==> config.mk <==
export PLATFORM = sky130hd
export DESIGN_NAME = pixel_spike_serializer
export DESIGN_NICKNAME = d
export VERILOG_FILES = /design/src/rtl/snn_io_pkg.sv /design/src/rtl/lsb_priority_encoder.sv /design/src/rtl/pixel_spike_serializer.sv
export SDC_FILE = /design/constraint.sdc
export NUM_CORES = 1
export LEC_CHECK = 0
export CORE_AREA = 2 2 93 95
export DETAILED_ROUTE_END_ITERATION = 7
export DIE_AREA = 0 0 95 97
export HOLD_SLACK_MARGIN = 0.06
export PLACE_DENSITY = 0.79
export RECOVER_POWER = 25
export SLEW_MARGIN = 40
export SYNTH_ARGS = -nofsm -noshare
export SYNTH_HDL_FRONTEND = slang
export SYNTH_SLANG_ARGS = --single-unit
export TNS_END_PERCENT = 100
==> constraint.sdc <==
create_clock -name i_clk -period 3.4 [get_ports i_clk]
set_input_delay 0.51 -clock i_clk [delete_from_list [all_inputs] [get_ports i_clk]]
set_output_delay 0.51 -clock i_clk [all_outputs]
set_load 0.02 [all_outputs]
==> src/rtl/snn_io_pkg.sv <==
// Shared definitions for the pixel-to-spike serializer slice.
// Holds the serializer FSM state type and the fixed interface widths
// that the upstream trainer and the SNN input layer agree on.
package snn_io_pkg;

  localparam int unsigned PIXELS      = 25;  // 5x5 input image
  localparam int unsigned CLASSES     = 10;  // digit classes
  localparam int unsigned ADDR_W      = 5;   // pixel address 0..24
  localparam int unsigned LABEL_IDX_W = 4;   // class index 0..9
  localparam int unsigned COUNT_W     = 5;   // holds 25 without wrap

  typedef enum logic [2:0] {
    ST_IDLE,
    ST_SCAN,
    ST_GAP,
    ST_LDELAY,
    ST_LABEL,
    ST_DONE
  } state_e;

endpackage

==> src/rtl/lsb_priority_encoder.sv <==
// Lowest-set-bit priority encoder.
// Ports:
//   vec     - input vector
//   idx     - index of the lowest set bit (0 when vec is zero)
//   nonzero - high when any bit of vec is set
module lsb_priority_encoder #(
  parameter int unsigned P_WIDTH = 25,
  parameter int unsigned P_IDX_W = 5
) (
  input  logic [P_WIDTH-1:0] vec,
  output logic [P_IDX_W-1:0] idx,
  output logic               nonzero
);

  always_comb begin
    idx     = '0;
    nonzero = 1'b0;
    for (int unsigned i = 0; i < P_WIDTH; i++) begin
      if (!nonzero && vec[i]) begin
        idx     = P_IDX_W'(i);
        nonzero = 1'b1;
      end
    end
  end

endmodule

==> src/rtl/pixel_spike_serializer.sv <==
// Serializes a captured 5x5 pixel pattern into an address-event stream,
// lowest pixel first with a configurable gap between spikes, then emits one
// supervisory label spike after a configurable delay.
// Ports:
//   i_clk, i_rst      - clock (rising edge), asynchronous active-high reset
//   i_test_vector     - pixel pattern, valid for one cycle
//   i_label           - one-hot class label, valid with the pattern
//   i_end_of_epochs   - training finished; new patterns are ignored
//   i_ready           - downstream accepts the current spike
//   o_spike/addr      - pixel spike valid and its address
//   o_label_spike/idx - label spike valid and its class index
//   o_pix_count       - pixel spikes accepted for the current pattern
//   o_busy            - any state other than IDLE
//   o_pattern_done    - one-cycle pulse when a pattern is fully emitted
//   o_overrun         - sticky: pattern arrived while not accepting
module pixel_spike_serializer
  import snn_io_pkg::*;
#(
  parameter int unsigned P_PIXELS      = PIXELS,
  parameter int unsigned P_CLASSES     = CLASSES,
  parameter int unsigned P_SPIKE_GAP   = 4,
  parameter int unsigned P_LABEL_DELAY = 8
) (
  input  logic                   i_clk,
  input  logic                   i_rst,
  input  logic [P_PIXELS-1:0]    i_test_vector,
  input  logic [P_CLASSES-1:0]   i_label,
  input  logic                   i_end_of_epochs,
  input  logic                   i_ready,
  output logic                   o_spike,
  output logic [ADDR_W-1:0]      o_spike_addr,
  output logic                   o_label_spike,
  output logic [LABEL_IDX_W-1:0] o_label_idx,
  output logic [COUNT_W-1:0]     o_pix_count,
  output logic                   o_busy,
  output logic                   o_pattern_done,
  output logic                   o_overrun
);

  localparam int unsigned GAP_W = $clog2(P_SPIKE_GAP) + 1;
  localparam int unsigned DLY_W = $clog2(P_LABEL_DELAY) + 1;
  localparam logic [GAP_W-1:0] GAP_LAST =
    GAP_W'((P_SPIKE_GAP > 0) ? P_SPIKE_GAP - 1 : 0);
  localparam logic [DLY_W-1:0] DLY_LAST =
    DLY_W'((P_LABEL_DELAY > 0) ? P_LABEL_DELAY - 1 : 0);

  state_e                 state, state_next, after_pixels;
  logic [P_PIXELS-1:0]    r_pix, pix_next;
  logic [P_CLASSES-1:0]   r_lab, lab_next;
  logic [GAP_W-1:0]       gap_cnt, gap_next;
  logic [DLY_W-1:0]       dly_cnt, dly_next;
  logic [COUNT_W-1:0]     count_next;
  logic                   overrun_next;
  logic                   pattern_present;
  logic                   accepting;
  logic [ADDR_W-1:0]      pix_idx;
  logic                   pix_nz;
  logic [LABEL_IDX_W-1:0] lab_idx;
  logic                   lab_nz;

  // Encoders look at next-state registers so every output can be registered.
  lsb_priority_encoder #(
    .P_WIDTH(P_PIXELS),
    .P_IDX_W(ADDR_W)
  ) u_pix_enc (
    .vec    (pix_next),
    .idx    (pix_idx),
    .nonzero(pix_nz)
  );

  lsb_priority_encoder #(
    .P_WIDTH(P_CLASSES),
    .P_IDX_W(LABEL_IDX_W)
  ) u_lab_enc (
    .vec    (lab_next),
    .idx    (lab_idx),
    .nonzero(lab_nz)
  );

  always_ff @(posedge i_clk or posedge i_rst) begin
    if (i_rst) state <= ST_IDLE;
    else       state <= state_next;
  end

  always_comb begin
    state_next      = state;
    pix_next        = r_pix;
    lab_next        = r_lab;
    gap_next        = gap_cnt;
    dly_next        = dly_cnt;
    count_next      = o_pix_count;
    overrun_next    = o_overrun;
    pattern_present = (|i_test_vector) || (|i_label);
    accepting       = (state == ST_IDLE) || (state == ST_DONE);

    // A zero label delay skips LDELAY entirely.
    if (P_LABEL_DELAY > 0) after_pixels = ST_LDELAY;
    else if (|r_lab)       after_pixels = ST_LABEL;
    else                   after_pixels = ST_DONE;

    case (state)
      ST_IDLE: ;
      ST_SCAN: begin
        if (|r_pix) begin
          if (i_ready) begin
            pix_next   = r_pix & (r_pix - 1'b1);  // drop the lowest set bit
            count_next = o_pix_count + 1'b1;
            gap_next   = '0;
            dly_next   = '0;
            // The gap only separates pixel spikes; after the last pixel the
            // label delay starts immediately.
            if (pix_next == '0)       state_next = after_pixels;
            else if (P_SPIKE_GAP > 0) state_next = ST_GAP;
          end
        end else begin
          state_next = after_pixels;
          dly_next   = '0;
        end
      end
      ST_GAP: begin
        if (gap_cnt == GAP_LAST) begin
          state_next = ST_SCAN;
          gap_next   = '0;
        end else begin
          gap_next = gap_cnt + 1'b1;
        end
      end
      ST_LDELAY: begin
        if (dly_cnt == DLY_LAST) begin
          state_next = (|r_lab) ? ST_LABEL : ST_DONE;
          dly_next   = '0;
        end else begin
          dly_next = dly_cnt + 1'b1;
        end
      end
      ST_LABEL: if (i_ready) state_next = ST_DONE;
      ST_DONE:  state_next = ST_IDLE;
      default:  state_next = ST_IDLE;
    endcase

    if (pattern_present && !i_end_of_epochs) begin
      if (accepting) begin
        state_next = ST_SCAN;
        pix_next   = i_test_vector;
        lab_next   = i_label;
        count_next = '0;
      end else begin
        overrun_next = 1'b1;
      end
    end
  end

  always_ff @(posedge i_clk or posedge i_rst) begin
    if (i_rst) begin
      r_pix          <= '0;
      r_lab          <= '0;
      gap_cnt        <= '0;
      dly_cnt        <= '0;
      o_spike        <= 1'b0;
      o_spike_addr   <= '0;
      o_label_spike  <= 1'b0;
      o_label_idx    <= '0;
      o_pix_count    <= '0;
      o_busy         <= 1'b0;
      o_pattern_done <= 1'b0;
      o_overrun      <= 1'b0;
    end else begin
      r_pix          <= pix_next;
      r_lab          <= lab_next;
      gap_cnt        <= gap_next;
      dly_cnt        <= dly_next;
      o_spike        <= (state_next == ST_SCAN) && pix_nz;
      o_spike_addr   <= ((state_next == ST_SCAN) && pix_nz) ? pix_idx : '0;
      o_label_spike  <= (state_next == ST_LABEL) && lab_nz;
      o_label_idx    <= (state_next == ST_LABEL) ? lab_idx : '0;
      o_pix_count    <= count_next;
      o_busy         <= (state_next != ST_IDLE);
      o_pattern_done <= (state_next == ST_DONE);
      o_overrun      <= overrun_next;
    end
  end

endmodule

==> results of run 1 <==
-- where the power goes --
part / internal (mW) / switching [mW] / total (mW)
combinational: 1.17 / 1.39 / 2.56
sequential: 1.04 / 0.290 / 1.33
clock: 0.435 / 0.322 / 0.757
-- cell type report --
type | count | area [sq um]
Tap cell | 105 | 131.4
Multi-Input combinational cell | 349 | 2222
Sequential cell | 64 | 1602
Clock buffer | 10 | 137.6
Clock inverter | 6 | 92.59
Inverter | 20 | 75.07
Timing Repair Buffer | 143 | 1217
Fill cell | 603 | 2656
-- critical path, delay by kind of cell --
kind	cells	cell delay (ps)
AO/OA/AOI/OAI	5	1320
buffers and inverters	4	1000
AND/OR/NAND/NOR	3	630
-- registers in the layout, indices dropped and copies added, names as in the netlist --
| signal | cells |
|---|---|
| r_pix | 25 |
| r_lab | 10 |
| o_pix_count | 5 |
| o_spike_addr | 5 |
| dly_cnt | 4 |
| o_label_idx | 4 |
| gap_cnt | 3 |
| state | 3 |
| o_busy | 1 |
| o_label_spike | 1 |
| o_overrun | 1 |
| o_pattern_done | 1 |
| o_spike | 1 |
-- metal layers --
| layer | wire (um) | vias to the layer above | track usage |
|---|---|---|---|
| met5 | 0 | - | 0 |
| met3 | 827 | 42 | 0.05841 |
| met1 | 4968 | 2015 | 0.3484 |
| met4 | 416 | 0 | 0.1215 |
| li1 | - | 1976 | - |
| met2 | 5367 | 199 | 0.3950 |
-- stage by stage --
step / setup TNS [ps] / power, mW / instances / cell area (sq um) / utilization
finish: 0 / 4.648 / 697 / 5478 / 0.6734
detailed placement: -2561 / 3.723 / 680 / 5167 / 0.6353
global placement: -995.1 / 3.650 / 680 / 5167 / 0.6353
floorplan: 0 / 2.782 / 462 / 3946 / -
global route: -1.348 / 4.956 / 697 / 5478 / 0.6734
CTS: 0 / 4.511 / 696 / 5404 / 0.6644
-- repair_timing --
action / in CTS / in global routing
hold buffers: 0 / 0
setup buffers: 0 / 1
endpoints found under the setup margin: 2 / 9
pin swaps: 0 / 3
gates resized for setup: 1 / 14
-- final timing paths --
| kind | from | endpoint | depth (start not counted) |
|---|---|---|---|
| max | i_label[5] | o_spike_addr[2] | 12 |
| min | o_overrun | o_overrun | 2 |
| min in group asynchronous | i_rst | o_label_idx[1] | 3 |
| max reg2reg | r_pix[1] | o_spike_addr[2] | 9 |
| max in group asynchronous | i_rst | r_pix[1] | 3 |
| min reg2reg | o_overrun | o_overrun | 2 |
-- kinds of logic after synthesis --
family	after synthesis	synth area share
and+or+nand+nor	190	0.2454
AOI/OAI and AO/OA	139	0.2445
DFF	64	0.4058
buffers and inverters	49	0.05295
muxes	10	0.02568
xor gates and xnor gates	5	0.01110
adders and majority gates	5	0.01459
-- placed cells by master (no fill, tap or decap), types with 5 or more instances in the layout --
cell type        synthesis  routed
nor3_1                  18      17
mux2i_1                  9       7
nor4_2                   2       6
dfrtp_1                 64      64
nor2_1                  35      35
nand4_1                  7       7
a31oi_1                  7       7
a21oi_1                 21      21
clkdlybuf4s50_1          0      56
nand2_1                 58      58
nor4_1                  20      16
or3_1                    6       6
o31ai_1                 13      10
clkbuf_8                 0      10
o21ai_0                 37      37
o311ai_0                 5       5
buf_4                    0      84
nand3_1                 12      12
nand2b_1                 5       5
inv_1                   20      19
==> run_results.csv, run 1 <==
group,metric,value,unit
floorplanning,pin_count,58,
place,hpwl,8514,um
floorplanning,die_h,97,um
flow_run,max_cap_viol_count,1,
place,dp_slack,-339.6,ps
clock_network,cts_tree,"yes",
sta,hold_viol_final,0,
cells_and_area,diodes,0,
status,status,"finished, violations left",
clock_network,cts_buffer_depth,2,
cells_and_area,syn2layout_area_growth,38.81,%
sta,timing.final.ws_setup,157.3,ps
yosys,ys_async_sr_fraction,1.000,
yosys,synth_area_leaders,"dfrtp_1 41%, nand2_1 5.5%, o21ai_0 4.7%",
sta,setup-violations-final,0,
sta,drv_slew,65,
cells_and_area,drive_gt1_frac,0.2162,
global_routing,grt_overflow_total,0,
setup_path,crit_fanout,12,
sta,clock_skew,9.529,ps
drt,wl,11580,um
place,place.gp.congestion,0.9860,
yosys,ys_types,69,
sta,fin_crit_sh,0.9537,
yosys,synth.avg_cell_area,8.542,sq um
floorplanning,core,0.008134,sq mm
setup_path,reg2reg_slack,160,ps
setup_path,crit_chain,"clkdlybuf4s50_1, nor4_2, buf_4, nand4_1, o31a_4, buf_4, a21oi_1, nor4_2, inv_1, a2111o_1, o41ai_4, a21oi_1",
sta,tightestPinTransition,1549,ps
clock_network,insertion_delay,360,ps
status,violations,"capacitance limit, slew limit",
yosys,synth_edf_count,0,
yosys,synth_ff_type,"dfrtp_1",
drt,drc,0,
setup_path,crit_path_start_kind,"primary input",
yosys,synthCells,462,
clock_network,clock_sink_count,64,
yosys,syn_area,0.003946,sq mm
power,powerDensity,848.5,mW/mm^2
clock_network,clk_pin_slew_worst_paths,70,ps
clock_network,cts_htree_levels,3,
setup_path,worstPathRequired,3620,ps
yosys,syn_nets,504,
yosys,yosys.area.top_type,"dfrtp_1",
sta,period_minus_slack,3243,ps
setup_path,end_kind,"flip-flop",
setup_path,critPathMaxStageDelay,570,ps
clock_network,cts_buffers,9,
clock_network,cts_root_buf,"clkbuf_8",
drt,ant_nets,0,
global_routing,grt_pass1_vias,3983,
drt,via_per_inst,6.072,
yosys,yosys_warnings,0,
yosys,synth_common_cells,"64 x dfrtp_1, 58 x nand2_1, 37 x o21ai_0",
yosys,ys_ff_latch,64,
floorplanning,num_rows,33,
drt,avgRoutedWirePerCell,16.61,um
cells_and_area,nets,629,
power,p_leak,2.370,nW
place,port_buffers,57,
global_routing,track_usage,0.2594,
floorplanning,dieArea,0.009215,sq mm
min_path,min_path_type,"reg -> reg",
power,vdd.ir_drop.worst,0.4314,mV
global_routing,grt_max_degree,65,
yosys,yosysSeqAreaShare,0.4058,
floorplanning,die_w,95,um
drt,firstDrtPassIters,7,
yosys,synth_most_common_cell,"dfrtp_1",
sta,max_freq,308.4,MHz
drt,vias,4232,
yosys,yosysTopAreaCellShare,0.4058,
floorplanning,start_util,0.4852,
global_routing,antenna_found_initial,0,
setup_path,cp.arrival,3460,ps
sta,relSlewSlack,-0.03244,
global_routing,grt_pass1_wl,18770,um
setup_path,crit_type,"in -> reg",
sta,whs,489.1,ps
drt,drt_iter0_markers,315,
setup_path,slowest_stage,"clkdlybuf4s50_1",
No activity file was read; power rests on OpenSTA's default activity.
==> run 2, diff against run 1 <==
CAP_MARGIN = 5   (was not set)
CELL_PAD_IN_SITES_DETAIL_PLACEMENT = 1   (was not set)
CELL_PAD_IN_SITES_GLOBAL_PLACEMENT = 2   (was not set)
CORE_AREA = 2 2 113 115   (was 2 2 93 95)
DIE_AREA = 0 0 115 117   (was 0 0 95 97)
PLACE_DENSITY = 0.86   (was 0.79)
==> run_results.csv, run 2 (synthesis results as in run 1) <==
group,metric,value,unit
floorplanning,dieArea,0.01346,sq mm
setup_path,crit_path_start,"i_test_vector[16]",
setup_path,worstPathRequired,3660,ps
power,p_total,5.065,mW
sta,drv_slew,65,
cells_and_area,postLayoutCellArea,0.005778,sq mm
power,p_leak,2.488,nW
setup_path,cp.arrival,3580,ps
clock_network,clock_sink_count,64,
sta,fin_tns_setup,0,ps
floorplanning,core,0.01231,sq mm
clock_network,insertion_delay,350,ps
clock_network,cts_root_buf,"clkbuf_16",
global_routing,grt_pass1_vias,4454,
setup_path,reg2reg_slack,190,ps
cells_and_area,nFillCells,1441,
floorplanning,die_w,115,um
setup_path,reg2reg_to,"o_spike_addr[1]",
setup_path,crit_chain,"clkdlybuf4s50_1, nor4_2, nand4_1, o31ai_4, buf_4, nor2_2, nor4_4, inv_1, a2111o_1, or3_1, a21oi_1",
place,place.gp.congestion,0.8953,
setup_path,slowest_stage,"a2111o_1",
cells_and_area,drive_gt1_frac,0.2459,
sta,max_freq,301.6,MHz
clock_network,cts_htree_levels,3,
power,powerDensity,876.6,mW/mm^2
drt,firstDrtPassIters,5,
clock_network,cts_buffers,9,
sta,setup-violations-final,0,
drt,via_per_inst,5.676,
cells_and_area,layout_commonest_cell,"buf_4",
min_path,worstHoldEndpoint,"o_overrun",
clock_network,clk_pin_slew_worst_paths,60,ps
clock_network,cts_hold_buffers,0,
cells_and_area,multi_input_area,0.002275,sq mm
setup_path,crit_type,"in -> reg",
drt,avgRoutedWirePerCell,18.95,um
clock_network,cts_buffer_depth,2,
floorplanning,die_h,117,um
drt,drc,0,
place,port_buffers,57,
sta,fin_crit_sh,0.9750,
sta,hold_viol_final,0,
floorplanning,pin_count,58,
cells_and_area,syn2layout_area_growth,46.42,%
setup_path,crit_path_start_kind,"primary input",
global_routing,grt_max_degree,65,
clock_network,cts_tree,"yes",
setup_path,cp_num_buf_inv,3,
global_routing,grt_overflow_total,0,
setup_path,cp.depth,11,
sta,tightestPinTransition,1647,ps
setup_path,critPathMaxStageDelay,460,ps
setup_path,crit_fanout,4,
global_routing,grt_pass1_wl,22760,um
cells_and_area,top_regs,"r_pix (25), r_lab (10)",
global_routing,antenna_found_initial,0,
drt,wl,14320,um
min_path,min_path_cells,2,
status,status,"finished, violations left",
cells_and_area,fin_util,0.4693,
sta,clock_skew,7.134,ps
drt,ant_nets,0,
cells_and_area,nets,643,
min_path,hp-start,"o_overrun",
sta,period_minus_slack,3315,ps
floorplanning,start_util,0.3205,
drt,drt_iter0_markers,217,
place,hpwl,10590,um
drt,vias,4291,
cells_and_area,layout_common_cells,"98 x buf_4, 63 x dfrtp_1, 58 x nand2_1, 56 x clkdlybuf4s50_1, 37 x o21ai_0",
setup_path,reg2reg_from,"r_pix[1]",
status,violations,"capacitance limit, slew limit",
place,placed_area,0.005310,sq mm
setup_path,ff2ff_path_depth,9,
flow_run,max_cap_viol_count,1,
min_path,min_path_type,"reg -> reg",
cells_and_area,seq_area,0.001603,sq mm
floorplanning,num_rows,41,
cells_and_area,diodes,0,
cells_and_area,largest_reg_flops,25,
sta,relSlewSlack,-0.09831,
setup_path,end_kind,"flip-flop",
cells_and_area,top_register,"r_pix",
global_routing,track_usage,0.2192,
setup_path,crit_family,"simple AND/OR/NAND/NOR gates",
power,vdd.ir_drop.worst,0.5220,mV
run 2: changes by cell type in the layout (fill, tap and decap cells not counted), sizes merged:
cell    previous run  this run
inv               19        20
bufinv             2         1
buf               85        99
run 2: layout make-up:
type                            instances  area share
Tap cell                              150     0.03248
Sequential cell                        64      0.2774
Inverter                               20     0.01299
Timing Repair Buffer                  157      0.2304
Clock inverter                          6     0.01169
Clock buffer                           10     0.04136
Multi-Input combinational cell        349      0.3937
run 2: metrics by stage:
step / setup slack (ps) / hold slack, ps / cells
6_report: 84.83 / 475.5 / 756
5_1_grt: -94.10 / 514.8 / 756
4_1_cts: 11.70 / 477.8 / 752
3_5_place_dp: -512.1 / 462.0 / 736
2_1_floorplan: 407.9 / 458.3 / 462
3_3_place_gp: -382.7 / 472.4 / 736
run 2: where the power goes:
part | total (mW) | switching (mW) | internal, mW
logic | 2.73 | 1.48 | 1.25
registers | 1.38 | 0.334 | 1.04
clock network | 0.960 | 0.370 | 0.589
run 2: worst max path at each step:
stage                                 end  slack, ps
after detailed placement  o_spike_addr[0]       -510
after floorplan           o_spike_addr[0]        410
after CTS                 o_spike_addr[0]         10
after global routing      o_spike_addr[0]        -90
final                     o_spike_addr[1]         80
after global placement    o_spike_addr[0]       -380
run 2: what timing repair did:
item	in CTS	in global routing
setup buffers	0	4
cloned	0	0
pin swaps	0	8
gates resized for setup	4	24
setup endpoints to repair	6	8
run 2: layer usage:
metal	wire, um	up-vias	GRT usage
met2	7207	112	0.3682
met3	567	30	0.03553
met5	0	-	0
met1	6114	2138	0.2795
met4	433	0	0.09799
li1	-	2011	-
run 2: tightest hold or removal path, cell delays in order (launching register included):
cell and delay (ps):
dfrtp_1 340, inv_1 40, o31ai_1 50
==> RTL edit 1, RTL diff (config.mk and constraints of run 1) <==
Re-encode `state_e` (6 states) as Gray code, 3 bits wide.
--- a/src/rtl/snn_io_pkg.sv
+++ b/src/rtl/snn_io_pkg.sv
@@ -10,12 +10,12 @@
   localparam int unsigned COUNT_W     = 5;   // holds 25 without wrap
 
   typedef enum logic [2:0] {
-    ST_IDLE,
-    ST_SCAN,
-    ST_GAP,
-    ST_LDELAY,
-    ST_LABEL,
-    ST_DONE
+    ST_IDLE   = 3'b000,
+    ST_SCAN   = 3'b001,
+    ST_GAP    = 3'b011,
+    ST_LDELAY = 3'b010,
+    ST_LABEL  = 3'b110,
+    ST_DONE   = 3'b111
   } state_e;
 
 endpackage
Behaviour: same outputs for any inputs over 4 cycles, from zero or initial values and one cycle with i_rst high; so few cycles prove little.
==> RTL edit 1 against run 1 <==
  * Core utilization shrank 1.6 points
  * Register-to-register slack gained 80 ps
  * Setup slack lost 6.4 ps
  * Total power shrank 6.2%
  * Synthesized area grew 1.2%
  * Wire length grew 4.4%
  * Fmax shrank 0.20%
  * Clock power shrank 15%
  * First-iteration DRC count grew 22%
  * Sequential cell count is the same
  * Design area shrank 2.4%
  * Largest cell class unchanged
==> RTL edit 1: results (changes against run 1) <==
| Metric | Value |
|---|---|
| Share of cells above drive strength 1 | 18.9% (-2.8 points) |
| Fillers | 674 (+12%) |
| Worst hold path class | register to register |
| Total track usage | 27.3% (+1.4 points) |
| Outcome | finished, final reports clean |
| Top Layer Used | met4 |
| Clock-pin slew on the worst setup and hold paths | 70 ps (about the same) |
| Worst skew pair latency | between 300 and 400 ps |
| Crit path launch | i_label[2] |
| Crit path max fanout | 3 (-9) |
| Initial antenna violation count | 0 (unchanged) |
| Synth cell types | 69 (unchanged) |
| Clock Tree Buf Depth | 2 (unchanged) |
| Met2 wire length | 6040 um (+13%) |
| Diodes inserted | 0 (unchanged) |
| Iteration-0 DRC Markers | 384 (+22%) |
| H-tree Lvls | 3 (unchanged) |
| Top_reg_cell synth | dfrtp_1 |
| DPL Wire Length | 9040 um (+6.2%) |
| DRT Pass-1 Iters | 6 (-1) |
| Hold path cells | 1 (-1) |
| DRT met1 WL | 5060 um (+1.9%) |
| Synth top area cells | dfrtp_1 (40%), o21ai_0 (5.5%), nand2_1 (5.1%), mux2i_1 (3.3%), nor2_1 (3.2%) |
| Biggest regs | r_pix x25, r_lab x10 |
| Largest net degree at the start of global routing | 40 (-38%) |
| Max VDD drop | 0.408 mV (-5.3%) |
| Synth Net Count | 502 (-0.40%) |
| First-pass GRT wire length | 19700 um (+5.1%) |
| Via Count | 4098 (-3.2%) |
| Yosys warns | 0 (unchanged) |
| Synth async-reset ratio | 100% (unchanged) |
| Post-detailed-route wirelength per cell | 17.7 um (+6.5%) |
| CTS Buf Count | 9 (unchanged) |
| Port Buffer Count | 57 (unchanged) |
| Post-synth top cells | dfrtp_1 (64), nand2_1 (54), o21ai_0 (44), nor2_1 (34), inv_1 (25) |
| Sequential area share after synthesis | 40.1% (-0.47 points) |
| HP Start | gap_cnt[0] |
| Root buffer cell | clkbuf_8 |
| Fin nets | 616 (-2.1%) |
| P_leak | 0.00234 uW (-1.2%) |
| GP Congestion | 0.961 (-2.6%) |
| Max reg flops | 25 (unchanged) |
| Final setup skew | 10.5 ps (+0.985 ps) |
| R2R depth | 11 (+2) |
| FF-to-FF Start | r_pix[6] |
| Setup TNS Final | 0 ps (unchanged) |
| Metal3 WL | 639 um (-23%) |
| Slew at the pin closest to its max-slew limit | 1130 ps (-415 ps) |
[RTL edit 1: final cells by class]
type / count / area [um2] / share of cell area (%)
clock buffer: 9 / 124 / 2.32
clock inverter: 6 / 61.3 / 1.15
inverter: 25 / 93.8 / 1.76
multi-input combinational: 348 / 2240 / 41.8
sequential: 64 / 1600 / 30.0
tap: 105 / 131 / 2.46
timing repair buffer: 126 / 1100 / 20.5
[RTL edit 1: worst max-delay path, cell delays in order]
cell and delay, ps:
clkdlybuf4s50_1 450, nor4_2 320, buf_4 170, nand4_2 170
o31ai_4 320, mux2_2 370, a211o_1 280, nor4_4 300
and4_1 280, a22oi_1 120, a41oi_2 190
[RTL edit 1: per-layer routing]
layer | GRT usage (%) | up-vias
met1 | 35.1 | 1976
met2 | 44.9 | 149
met5 | 0 | -
li1 | - | 1942
met4 | 10.4 | 0
met3 | 5.53 | 31
[RTL edit 1: cell families (layout without fill, tap and decap cells)]
family | count (synthesis) | count (layout) | share of synthesized area, %
AOI/OAI and AO/OA | 131 | 131 | 22.2
xor gates and xnor gates | 4 | 4 | 0.877
adders and majority gates | 8 | 8 | 2.19
buffers and inverters | 48 | 166 | 5.01
DFF | 64 | 64 | 40.1
muxes | 15 | 15 | 3.82
and+or+nand+nor | 190 | 190 | 25.8
[RTL edit 1: worst paths after layout]
kind / to / slack (ps)
max in group asynchronous: r_lab[5] / 990
hold / removal: gap_cnt[0] / 500
hold reg to reg: gap_cnt[0] / 500
setup reg to reg: o_label_spike / 240
setup / recovery: o_spike_addr[2] / 150
min in group asynchronous: dly_cnt[0] / 840
[RTL edit 1: stage by stage]
step           total power (uW)  cell area, um2  std cells  setup WS (ps)
6_report                   4360            5350        683            151
5_1_grt                    4660            5350        683          -3.23
4_1_cts                    4270            5310        683           71.9
3_5_place_dp               3620            5120        668           -273
3_3_place_gp               3520            5120        668           -129
2_1_floorplan              2740            3990        460            420
[RTL edit 1: report_power, final]
part           switching, uW  total [uW]  leakage, uW  internal, uW
combinational           1270        2330      0.00143          1060
clock                    314         645    0.0000948           332
sequential               343        1380     0.000815          1040
total                   1930        4360      0.00234          2430
[RTL edit 1: timing repair]
action                     in CTS  in global routing
setup buffers                   0                  0
setup endpoints to repair       0                 11
resized for setup               0                 11
hold endpoints to repair        0                  0
==> RTL edit 2, RTL diff (flow settings as in run 1) <==
Without the edit above. `COUNT_W`: 5 -> 10.
--- a/src/rtl/snn_io_pkg.sv
+++ b/src/rtl/snn_io_pkg.sv
@@ -7,7 +7,7 @@
   localparam int unsigned CLASSES     = 10;  // digit classes
   localparam int unsigned ADDR_W      = 5;   // pixel address 0..24
   localparam int unsigned LABEL_IDX_W = 4;   // class index 0..9
-  localparam int unsigned COUNT_W     = 5;   // holds 25 without wrap
+  localparam int unsigned COUNT_W     = 10;   // holds 25 without wrap
 
   typedef enum logic [2:0] {
     ST_IDLE,
Interface: changed (resized o_pix_count); port bits go from 58 to 63. No check against the original RTL was run, so the function may have changed too.
==> RTL edit 2 against run 1 <==
  * Synthesized area increased by 7.7%
  * The flow still finishes with violations (max-capacitance violations, max-slew violations)
  * Total power increased by 1.1%
  * Design area increased by 5.2%
  * Wire length increased by 18%
  * Sequential cell count increased by 5
  * Fmax increased by 0.23%
  * Clock skew increased by 5.8 ps
  * Final cell count increased by 4.3%
  * Setup slack improved by 7.4 ps
  * Critical path depth decreased by 3
  * Largest power group unchanged
  * Synthesized cell count increased by 5.4%
  * Critical endpoint is now o_spike_addr[4]
==> RTL edit 2: results (changes against run 1) <==
| Metric | Value |
|---|---|
| Synth top area cells | dfrtp_1 (41%), nand2_1 (5.1%), o21ai_0 (4.9%), nor2_1 (3.6%), nor4_1 (2.5%) |
| Critical path's top delay family | simple AND/OR/NAND/NOR gates |
| # Max-Cap Violations | 1 (unchanged) |
| Post-synth top cells | dfrtp_1 (69), nand2_1 (58), o21ai_0 (42), nor2_1 (41), inv_1 (22) |
| Total track usage | 30.6% (+4.7 points) |
| Gate Count Post-Synth | 487 (+5.4%) |
| Endpoint, Worst Hold | gap_cnt[1] |
| CP Class | register to register |
| Slew at the pin closest to its max-slew limit | 1670 ps (+118 ps) |
| Fillers | 623 (+3.3%) |
| Fin nets | 659 (+4.8%) |
| Max Transition Viols Final | 37 (-43%) |
| P_leak | 0.00251 uW (+5.9%) |
| GP Congestion | 0.977 (-0.95%) |
| Final setup skew | 15.3 ps (+5.77 ps) |
| Max VDD drop | 0.488 mV (+13%) |
| Outcome | complete, but fails checks |
| Port Buffer Count | 62 (+8.8%) |
| CP arrival | 3470 ps (about the same) |
| Failing checks | max-capacitance violations, max-slew violations |
| Biggest regs | r_pix x25, o_pix_count x10, r_lab x10 |
| Largest net degree at the start of global routing | 37 (-43%) |
| Clock-pin slew on the worst setup and hold paths | 90 ps (+20 ps) |
| Via Count | 4484 (+6.0%) |
| DRT Pass-1 Iters | 5 (-2) |
| DPL Wire Length | 10500 um (+23%) |
| Final Cycle Share | 95.2% (-0.22 points) |
RTL edit 2: changes by cell type in the layout (fill, tap and decap cells not counted), moves of 6 or more:
cell     delta
a21oi_1     -6
and3_1      +6
buf_4       -6
nand3_1     +6
nor2_1      +6
nor3_1      -6
RTL edit 2: layer usage:
metal / vias to the layer above / share of wire [%] / GRT usage, %
met2: 212 / 47 / 48.0
li1: 2079 / - / -
met3: 21 / 7.5 / 5.84
met5: - / 0 / 0
met4: 0 / 2.0 / 9.81
met1: 2172 / 43 / 42.6
RTL edit 2: cell families after synthesis:
kind of cell,synth area share [%]
xor gates and xnor gates,2.06
buffers and inverters,4.21
adders and majority gates,1.62
DFF,40.6
and+or+nand+nor,26.1
AOI/OAI and AO/OA,22.5
muxes,2.88
RTL edit 2: layout make-up:
cell class / count / area share (%)
timing repair buffer: 142 / 21.4
clock inverter: 6 / 1.63
inverter: 22 / 1.45
clock buffer: 10 / 2.39
multi-input combinational: 373 / 40.9
tap: 105 / 2.28
sequential: 69 / 30.0
RTL edit 2: through the flow:
step | utilization [%] | total power (uW) | hold slack [ps] | TNS, ps
2_1_floorplan | - | 2820 | 454 | 0
3_3_place_gp | 68.0 | 3780 | 472 | -537
3_5_place_dp | 68.0 | 3840 | 487 | -1800
4_1_cts | 70.9 | 4640 | 508 | 0
5_1_grt | 70.9 | 5000 | 530 | 0
6_report | 70.9 | 4700 | 508 | 0
RTL edit 2: worst min-delay path, cell delays in order, from the launching register on:
cell and delay (ps):
dfrtp_1 370, nand2_1 50, o21ai_0 60
RTL edit 2: power breakdown:
group          internal (uW)  switching (uW)  leakage [uW]  total, uW
sequential              1100             371      0.000882       1470
combinational           1110            1340       0.00151       2450
clock                    438             346      0.000113        784
